`config.mk`:
```
export PLATFORM = sky130hd
export DESIGN_NAME = mem_access_unit_flat
export DESIGN_NICKNAME = d
export VERILOG_FILES = /design/src/rtl/mem_access_unit_pkg.sv /design/src/rtl/mem_access_unit_if.sv /design/src/rtl/mem_access_unit_lsu_align.sv /design/src/rtl/mem_access_unit.sv /design/src/flat_wrapper.sv
export SDC_FILE = /design/constraint.sdc
export NUM_CORES = 1
export LEC_CHECK = 0
export ABC_AREA = 1
export CORE_UTILIZATION = 49
export CTS_CLUSTER_DIAMETER = 30
export DETAILED_ROUTE_END_ITERATION = 8
export PLACE_DENSITY = 0.81
export SYNTH_ARGS = -nofsm -noshare
export SYNTH_HDL_FRONTEND = slang
export SYNTH_HIERARCHICAL = 1
export SYNTH_SLANG_ARGS = --single-unit
export TNS_END_PERCENT = 20
```
`constraint.sdc`:
```
create_clock -name clk -period 5.7 [get_ports clk]
set_clock_uncertainty 0.2 [all_clocks]
set_input_delay 0.855 -clock clk [delete_from_list [all_inputs] [get_ports clk]]
set_output_delay 0.855 -clock clk [all_outputs]
set_load 0.05 [all_outputs]
```
`src/rtl/mem_access_unit_pkg.sv`:
```
// mem_access_pkg: size codes, FSM state type and byte-lane helpers shared by
// the load/store unit and its alignment datapath.
package mem_access_pkg;

  localparam int NUM_LANES = 4;

  localparam logic [1:0] SZ_BYTE = 2'b00;
  localparam logic [1:0] SZ_HALF = 2'b01;
  localparam logic [1:0] SZ_WORD = 2'b10;

  typedef enum logic [1:0] {
    ST_IDLE  = 2'b00,
    ST_READ  = 2'b01,
    ST_WRITE = 2'b10,
    ST_DONE  = 2'b11
  } state_e;

  // Byte lanes touched by an access; size 2'b11 behaves as a word.
  function automatic logic [NUM_LANES-1:0] lane_mask(input logic [1:0] size,
                                                     input logic [1:0] lo);
    logic [NUM_LANES-1:0] m;
    case (size)
      SZ_BYTE: m = 4'b0001 << lo;
      SZ_HALF: m = lo[1] ? 4'b1100 : 4'b0011;
      default: m = 4'b1111;
    endcase
    return m;
  endfunction

  // Half on an odd byte, or word not on a word boundary.
  function automatic logic is_misaligned(input logic [1:0] size,
                                         input logic [1:0] lo);
    logic r;
    case (size)
      SZ_BYTE: r = 1'b0;
      SZ_HALF: r = lo[0];
      default: r = |lo;
    endcase
    return r;
  endfunction

endpackage

```
`src/rtl/mem_access_unit_if.sv`:
```
// Core-side request/response and memory-side bus of the load/store unit.
// slave = the unit itself, master = whoever drives the core side and
// models the memory.
interface mem_access_unit_if #(parameter int ADDR_W = 32);
  logic              req_i;
  logic              we_i;
  logic [1:0]        size_i;
  logic              unsigned_i;
  logic [ADDR_W-1:0] addr_i;
  logic [31:0]       wdata_i;
  logic [31:0]       rdata_o;
  logic              done_o;
  logic              busy_o;
  logic              err_o;
  logic              mem_rd_en_o;
  logic              mem_wr_en_o;
  logic [ADDR_W-1:0] mem_addr_o;
  logic [31:0]       mem_data_o;
  logic [31:0]       mem_data_i;
  logic              mem_ack_i;

  modport slave (
    input  req_i, we_i, size_i, unsigned_i, addr_i, wdata_i, mem_data_i, mem_ack_i,
    output rdata_o, done_o, busy_o, err_o, mem_rd_en_o, mem_wr_en_o, mem_addr_o, mem_data_o
  );

  modport master (
    output req_i, we_i, size_i, unsigned_i, addr_i, wdata_i, mem_data_i, mem_ack_i,
    input  rdata_o, done_o, busy_o, err_o, mem_rd_en_o, mem_wr_en_o, mem_addr_o, mem_data_o
  );
endinterface

```
`src/rtl/mem_access_unit_lsu_align.sv`:
```
// lsu_align: combinational little-endian lane steering. Extracts and
// extends load data from a memory word, and merges store data into the
// previously read word so only the addressed lanes change.
module lsu_align
  import mem_access_pkg::*;
(
  input  logic [31:0] word_i,
  input  logic [31:0] wdata_i,
  input  logic [1:0]  addr_lo_i,
  input  logic [1:0]  size_i,
  input  logic        unsigned_i,
  output logic [31:0] rdata_o,
  output logic [31:0] merged_o
);

  logic [NUM_LANES-1:0] mask;
  logic [31:0]          rep;
  logic [31:0]          shifted;
  logic [1:0]           sel;
  logic                 sbit;

  assign mask = lane_mask(size_i, addr_lo_i);

  // Replicate store data across lanes, pick the starting lane for loads.
  always_comb begin
    rep = wdata_i;
    sel = 2'b00;
    case (size_i)
      SZ_BYTE: begin rep = {4{wdata_i[7:0]}};  sel = addr_lo_i;           end
      SZ_HALF: begin rep = {2{wdata_i[15:0]}}; sel = {addr_lo_i[1], 1'b0}; end
      default: begin rep = wdata_i;            sel = 2'b00;                end
    endcase
  end

  for (genvar g = 0; g < NUM_LANES; g++) begin : g_lane
    assign merged_o[8*g +: 8] = mask[g] ? rep[8*g +: 8] : word_i[8*g +: 8];
  end

  assign shifted = word_i >> {sel, 3'b000};

  // Sign or zero extension of the selected lanes.
  always_comb begin
    sbit    = 1'b0;
    rdata_o = word_i;
    case (size_i)
      SZ_BYTE: begin
        sbit    = ~unsigned_i & shifted[7];
        rdata_o = {{24{sbit}}, shifted[7:0]};
      end
      SZ_HALF: begin
        sbit    = ~unsigned_i & shifted[15];
        rdata_o = {{16{sbit}}, shifted[15:0]};
      end
      default: rdata_o = word_i;
    endcase
  end

endmodule

```
`src/rtl/mem_access_unit.sv`:
```
// mem_access_unit: load/store unit turning byte/half/word accesses into
// word-aligned memory transactions; sub-word stores are read-modify-write.
// Build option MISALIGN_TRAP_EN: misaligned half/word accesses complete
// immediately with err_o instead of silently ignoring the low address bits.
module mem_access_unit
  import mem_access_pkg::*;
#(
  parameter int ADDR_W = 32
) (
  input logic              clk,
  input logic              rst,
  mem_access_unit_if.slave bus
);

  state_e            state_q, state_d;
  logic              we_q, uns_q;
  logic [1:0]        size_q;
  logic [ADDR_W-1:0] addr_q;
  logic [31:0]       wdata_q, data_q, rdata_q;
  logic [31:0]       ld_val, st_word;
  logic              misalign;

  lsu_align u_align (
    .word_i    (bus.mem_data_i),
    .wdata_i   (wdata_q),
    .addr_lo_i (addr_q[1:0]),
    .size_i    (size_q),
    .unsigned_i(uns_q),
    .rdata_o   (ld_val),
    .merged_o  (st_word)
  );

`ifdef MISALIGN_TRAP_EN
  logic err_q;
  assign misalign = is_misaligned(bus.size_i, bus.addr_i[1:0]);

  // Remember whether the access now completing was a trapped one.
  always_ff @(posedge clk or posedge rst) begin
    if (rst)                               err_q <= 1'b0;
    else if (state_q == ST_IDLE && bus.req_i) err_q <= misalign;
  end
  assign bus.err_o = err_q & (state_q == ST_DONE);
`else
  assign misalign  = 1'b0;
  assign bus.err_o = 1'b0;
`endif

  // Next-state: word stores skip the read; everything else waits on ack.
  always_comb begin
    state_d = state_q;
    case (state_q)
      ST_IDLE:  if (bus.req_i) begin
                  if (misalign)                      state_d = ST_DONE;
                  else if (bus.we_i && bus.size_i[1]) state_d = ST_WRITE;
                  else                               state_d = ST_READ;
                end
      ST_READ:  if (bus.mem_ack_i) state_d = we_q ? ST_WRITE : ST_DONE;
      ST_WRITE: if (bus.mem_ack_i) state_d = ST_DONE;
      default:  state_d = ST_IDLE;
    endcase
  end

  // State, request capture, merged write word and load result.
  always_ff @(posedge clk or posedge rst) begin
    if (rst) begin
      state_q <= ST_IDLE;
      we_q    <= 1'b0;
      uns_q   <= 1'b0;
      size_q  <= 2'b00;
      addr_q  <= '0;
      wdata_q <= '0;
      data_q  <= '0;
      rdata_q <= '0;
    end else begin
      state_q <= state_d;
      if (state_q == ST_IDLE && bus.req_i) begin
        we_q    <= bus.we_i;
        uns_q   <= bus.unsigned_i;
        size_q  <= bus.size_i;
        addr_q  <= bus.addr_i;
        wdata_q <= bus.wdata_i;
        data_q  <= bus.wdata_i;
      end
      if (state_q == ST_READ && bus.mem_ack_i) begin
        if (we_q) data_q  <= st_word;
        else      rdata_q <= ld_val;
      end
    end
  end

  assign bus.rdata_o     = rdata_q;
  assign bus.done_o      = (state_q == ST_DONE);
  assign bus.busy_o      = (state_q != ST_IDLE);
  assign bus.mem_rd_en_o = (state_q == ST_READ);
  assign bus.mem_wr_en_o = (state_q == ST_WRITE);
  assign bus.mem_addr_o  = {addr_q[ADDR_W-1:2], 2'b00};
  assign bus.mem_data_o  = data_q;

endmodule

```
`src/flat_wrapper.sv`:
```
// flat-port wrapper written by rule: the top's interface ports become plain ports
module mem_access_unit_flat import mem_access_pkg::*;
#(
  parameter int ADDR_W = 32
)
  (clk, rst, bus_req_i, bus_we_i, bus_size_i, bus_unsigned_i, bus_addr_i, bus_wdata_i, bus_mem_data_i, bus_mem_ack_i, bus_rdata_o, bus_done_o, bus_busy_o, bus_err_o, bus_mem_rd_en_o, bus_mem_wr_en_o, bus_mem_addr_o, bus_mem_data_o);
  mem_access_unit_if #(.ADDR_W(ADDR_W)) bus_i ();
  input logic clk;
  input logic rst;
  input wire logic [$bits(bus_i.req_i)-1:0] bus_req_i;
  input wire logic [$bits(bus_i.we_i)-1:0] bus_we_i;
  input wire logic [$bits(bus_i.size_i)-1:0] bus_size_i;
  input wire logic [$bits(bus_i.unsigned_i)-1:0] bus_unsigned_i;
  input wire logic [$bits(bus_i.addr_i)-1:0] bus_addr_i;
  input wire logic [$bits(bus_i.wdata_i)-1:0] bus_wdata_i;
  input wire logic [$bits(bus_i.mem_data_i)-1:0] bus_mem_data_i;
  input wire logic [$bits(bus_i.mem_ack_i)-1:0] bus_mem_ack_i;
  output wire logic [$bits(bus_i.rdata_o)-1:0] bus_rdata_o;
  output wire logic [$bits(bus_i.done_o)-1:0] bus_done_o;
  output wire logic [$bits(bus_i.busy_o)-1:0] bus_busy_o;
  output wire logic [$bits(bus_i.err_o)-1:0] bus_err_o;
  output wire logic [$bits(bus_i.mem_rd_en_o)-1:0] bus_mem_rd_en_o;
  output wire logic [$bits(bus_i.mem_wr_en_o)-1:0] bus_mem_wr_en_o;
  output wire logic [$bits(bus_i.mem_addr_o)-1:0] bus_mem_addr_o;
  output wire logic [$bits(bus_i.mem_data_o)-1:0] bus_mem_data_o;
  assign bus_i.req_i = bus_req_i;
  assign bus_i.we_i = bus_we_i;
  assign bus_i.size_i = bus_size_i;
  assign bus_i.unsigned_i = bus_unsigned_i;
  assign bus_i.addr_i = bus_addr_i;
  assign bus_i.wdata_i = bus_wdata_i;
  assign bus_i.mem_data_i = bus_mem_data_i;
  assign bus_i.mem_ack_i = bus_mem_ack_i;
  assign bus_rdata_o = bus_i.rdata_o;
  assign bus_done_o = bus_i.done_o;
  assign bus_busy_o = bus_i.busy_o;
  assign bus_err_o = bus_i.err_o;
  assign bus_mem_rd_en_o = bus_i.mem_rd_en_o;
  assign bus_mem_wr_en_o = bus_i.mem_wr_en_o;
  assign bus_mem_addr_o = bus_i.mem_addr_o;
  assign bus_mem_data_o = bus_i.mem_data_o;
  mem_access_unit #(.ADDR_W(ADDR_W)) u_core (.clk(clk), .rst(rst), .bus(bus_i));
endmodule
```
==> results.toml <==
[die]
fp.coreArea_um2 = 14600
dieArea_um2 = 15600
io_pins = 205
die_width_um = 125
dieHeight_um = 125
rows = 44
start_util_pct = 50.6

[route]
drc_errors = 24
ant_nets = 0
top_layer = "met4"
met1_length_um = 9210
drtIter0Drc = 908
dr.pass1.iters = 9
via_per_inst = 5.29
wl_met2_um = 9320
vias = 7201
route.met3.wl_um = 2190
wl_um = 21300
post_drt_wl_per_cell_um = 15.6

[finish]
fin_cells = 1361
antennaDiodeCount = 0
area_growth_syn_to_layout_pct = 31.4
stdcell_area_um2 = 9740
fin_nets = 1275
drive_gt1_share_pct = 5.18
fillers = 1272

[power_and_ir_drop]
fin_total_pwr_uw = 6670
powerDensity_nw_per_um2 = 685
p_leak_uw = 0.00505
peakVddDrop_mv = 0.446

[yosys]
synth-async-reset-ratio_pct = 100
yosys-top-cells-count = "nand2_1 (460), dfrtp_1 (134), nand3_1 (129)"
synth_seq_area_share_pct = 45.2
avgSynthCellArea_um2 = 7.22
netlist_instances = 1027
yosys_warnings = 6
synth_most_common_cell = "nand2_1"
synth_top_area_share_pct = 45.2
synth-main-ff-cell = "dfrtp_1"
synthTopCellsByArea = "dfrtp_1 (45%), nand2_1 (23%), nand3_1 (8.7%), buf_4 (4.4%), inv_1 (3.2%)"
netlist_area_um2 = 7420
ys_seq_elements = 134
synth.distinct_cells = 25
synth-edff-count = 0
yosysTopAreaCell = "dfrtp_1"

[placement]
post-place-ws_ns = 1.96
place_area_um2 = 9140
dp_hpwl_um = 14800
place_inst = 1329
port_buffers = 201
place.gp.congestion = 0.881

[sta]
fin_ws_ns = 2.43
period_minus_slack_ns = 3.27
max-slew-margin-rel_pct = 28.7
final.setup.tns_ns = 0
maxSlewViolCount = 0
rsz0062_at_grt = "false"
worstMarginPinSlew_ns = 1.07
finalCritPeriodShare_pct = 57.3
setup_violations = 0
hold_violations = 0
fmax_ghz = 0.306

[job]
drv_cap = 0

[clock_network]
cts.sinks = 134
cts_buffers = 17
clk_pin_slew_worst_paths_ns = 0.06
htreeDepth = 4
cts-resized-gates = 0
clk_latency_ns = 0.42
postCtsHoldBufs = 0
clock_path_buffers = 2
cts_post_setup_buffers_inserted = 0
cts_tree = "yes"
clockRootBuffer = "clkbuf_16"

[worst_setup_path]
worst_setup_path_end_kind = "register"
cp_cell_sequence = "clkdlybuf4s50_1, nand2_4, inv_2, nand2_1, nand3_1, nand2_1, inv_1"
cp_slowest_cell = "inv_2"
cp_max_fo = 100
crit_buf_inv = 3
cp.required_ns = 5.87
cp-start-kind = "primary input"
path_common_cell = "nand2_1"
worstPathArrival_ns = 3.43
crit_type = "primary input to register"
slowest_delay_ns = 0.97
crit_family = "buffers and inverters"

[global_route]
grt_max_degree = 101
grt_pass1_wl_um = 34600
antenna_found_initial = 0
gr-total-overflow = 0
track_usage_pct = 28.2
grt_pass1_vias = 6711

[status]
status = "finished with violations"
violations = "DRC"

[min_path]
hp-class = "register to register"
-- power by group --
part / total (µW) / internal, µW / switching [µW]
registers: 1730 / 1400 / 325
clock network: 1130 / 689 / 437
logic: 3820 / 1210 / 2610
total: 6670 / 3300 / 3370
-- state kept, by name, summed over array words and instances, names as in the netlist --
signal                 cells
u_core/addr_q             32
u_core/size_q              2
u_core/bus.rdata_o        32
u_core/we_q                1
u_core/uns_q               1
u_core/state_q             2
u_core/bus.mem_data_o     32
u_core/wdata_q            32
-- final cells by class --
class                           count  area (µm²)  share of cell area [%]
Clock inverter                     15         178                    1.82
Inverter                           70         265                    2.72
Multi-Input combinational cell    736        3250                    33.4
Sequential cell                   134        3350                    34.4
Clock buffer                       17         425                    4.37
Tap cell                          184         230                    2.36
Timing Repair Buffer              205        2040                    21.0
-- logic make-up (layout without fill, tap and decap cells) --
| family | after synthesis | count (layout) | synth area share (%) |
|---|---|---|---|
| simple gates | 652 | 652 | 37.2 |
| buf+inv | 159 | 307 | 11.1 |
| flops | 134 | 134 | 45.2 |
| compound gates | 74 | 74 | 5.26 |
| fa+ha+maj | 7 | 7 | 1.18 |
| other cells | 1 | 3 | 0.0506 |
-- tightest hold or removal path, cell delays in order, from the launching register on --
cell     delay, ns
dfrtp_1       0.34
nand2_1       0.06
nand2_1       0.05
-- routing by layer --
metal	track usage [%]	vias up
li1	-	3449
met1	39.2	3340
met2	40.8	366
met3	8.47	46
met4	11.5	0
met5	0	-
-- placed cells by master (no fill, tap or decap) --
master           synthesis  final
nand2_1                460    460
clkdlybuf4s50_1          0    201
dfrtp_1                134    134
nand3_1                129    129
inv_1                   64     63
or2_0                   28     28
a21oi_1                 28     28
o21ai_0                 21     21
nor2_1                  18     18
clkbuf_16                0     17
o21ai_1                 15     15
ha_1                     7      7
a31oi_1                  7      7
inv_2                    6      6
clkinvlp_4               0      5
or2_2                    4      4
buf_4                   43      4
nor2_4                   4      4
clkinv_2                 0      3
inv_6                    0      3
bufinv_16                0      3
conb_1                   1      3
nand3_2                  3      3
a21oi_2                  3      3
nand2_4                  2      2
nand2_2                  2      2
clkinv_4                 0      1
inv_4                    0      1
nor3_1                   1      1
and2_1                   1      1
-- worst paths after layout --
| kind | slack (ns) | depth (start not counted) | to | start |
|---|---|---|---|---|
| worst max register to register | 2.48 | 8 | u_core/bus.mem_data_o[24]$_DFF_PP0_ | u_core/state_q[0]$_DFFE_PP0P_ |
| worst min register to register | 0.27 | 2 | u_core/bus.rdata_o[30]$_DFFE_PP0P_ | u_core/bus.rdata_o[30]$_DFFE_PP0P_ |
| worst min-delay path | 0.27 | 2 | u_core/bus.rdata_o[30]$_DFFE_PP0P_ | u_core/bus.rdata_o[30]$_DFFE_PP0P_ |
| min in group asynchronous | 0.63 | 2 | u_core/addr_q[17]$_DFFE_PP0N_ | rst |
| max in group asynchronous | 3.60 | 3 | u_core/wdata_q[9]$_DFFE_PP0N_ | rst |
| worst max-delay path | 2.43 | 7 | u_core/bus.mem_data_o[24]$_DFF_PP0_ | bus_req_i |
-- stage by stage --
stage	utilization [%]	hold slack (ns)
final	66.5	0.272
after detailed placement	62.4	0.261
after floorplan	-	0.244
after CTS	66.5	0.273
after global placement	62.4	0.256
after global routing	66.5	0.287
No activity file was read; power rests on OpenSTA's default activity.
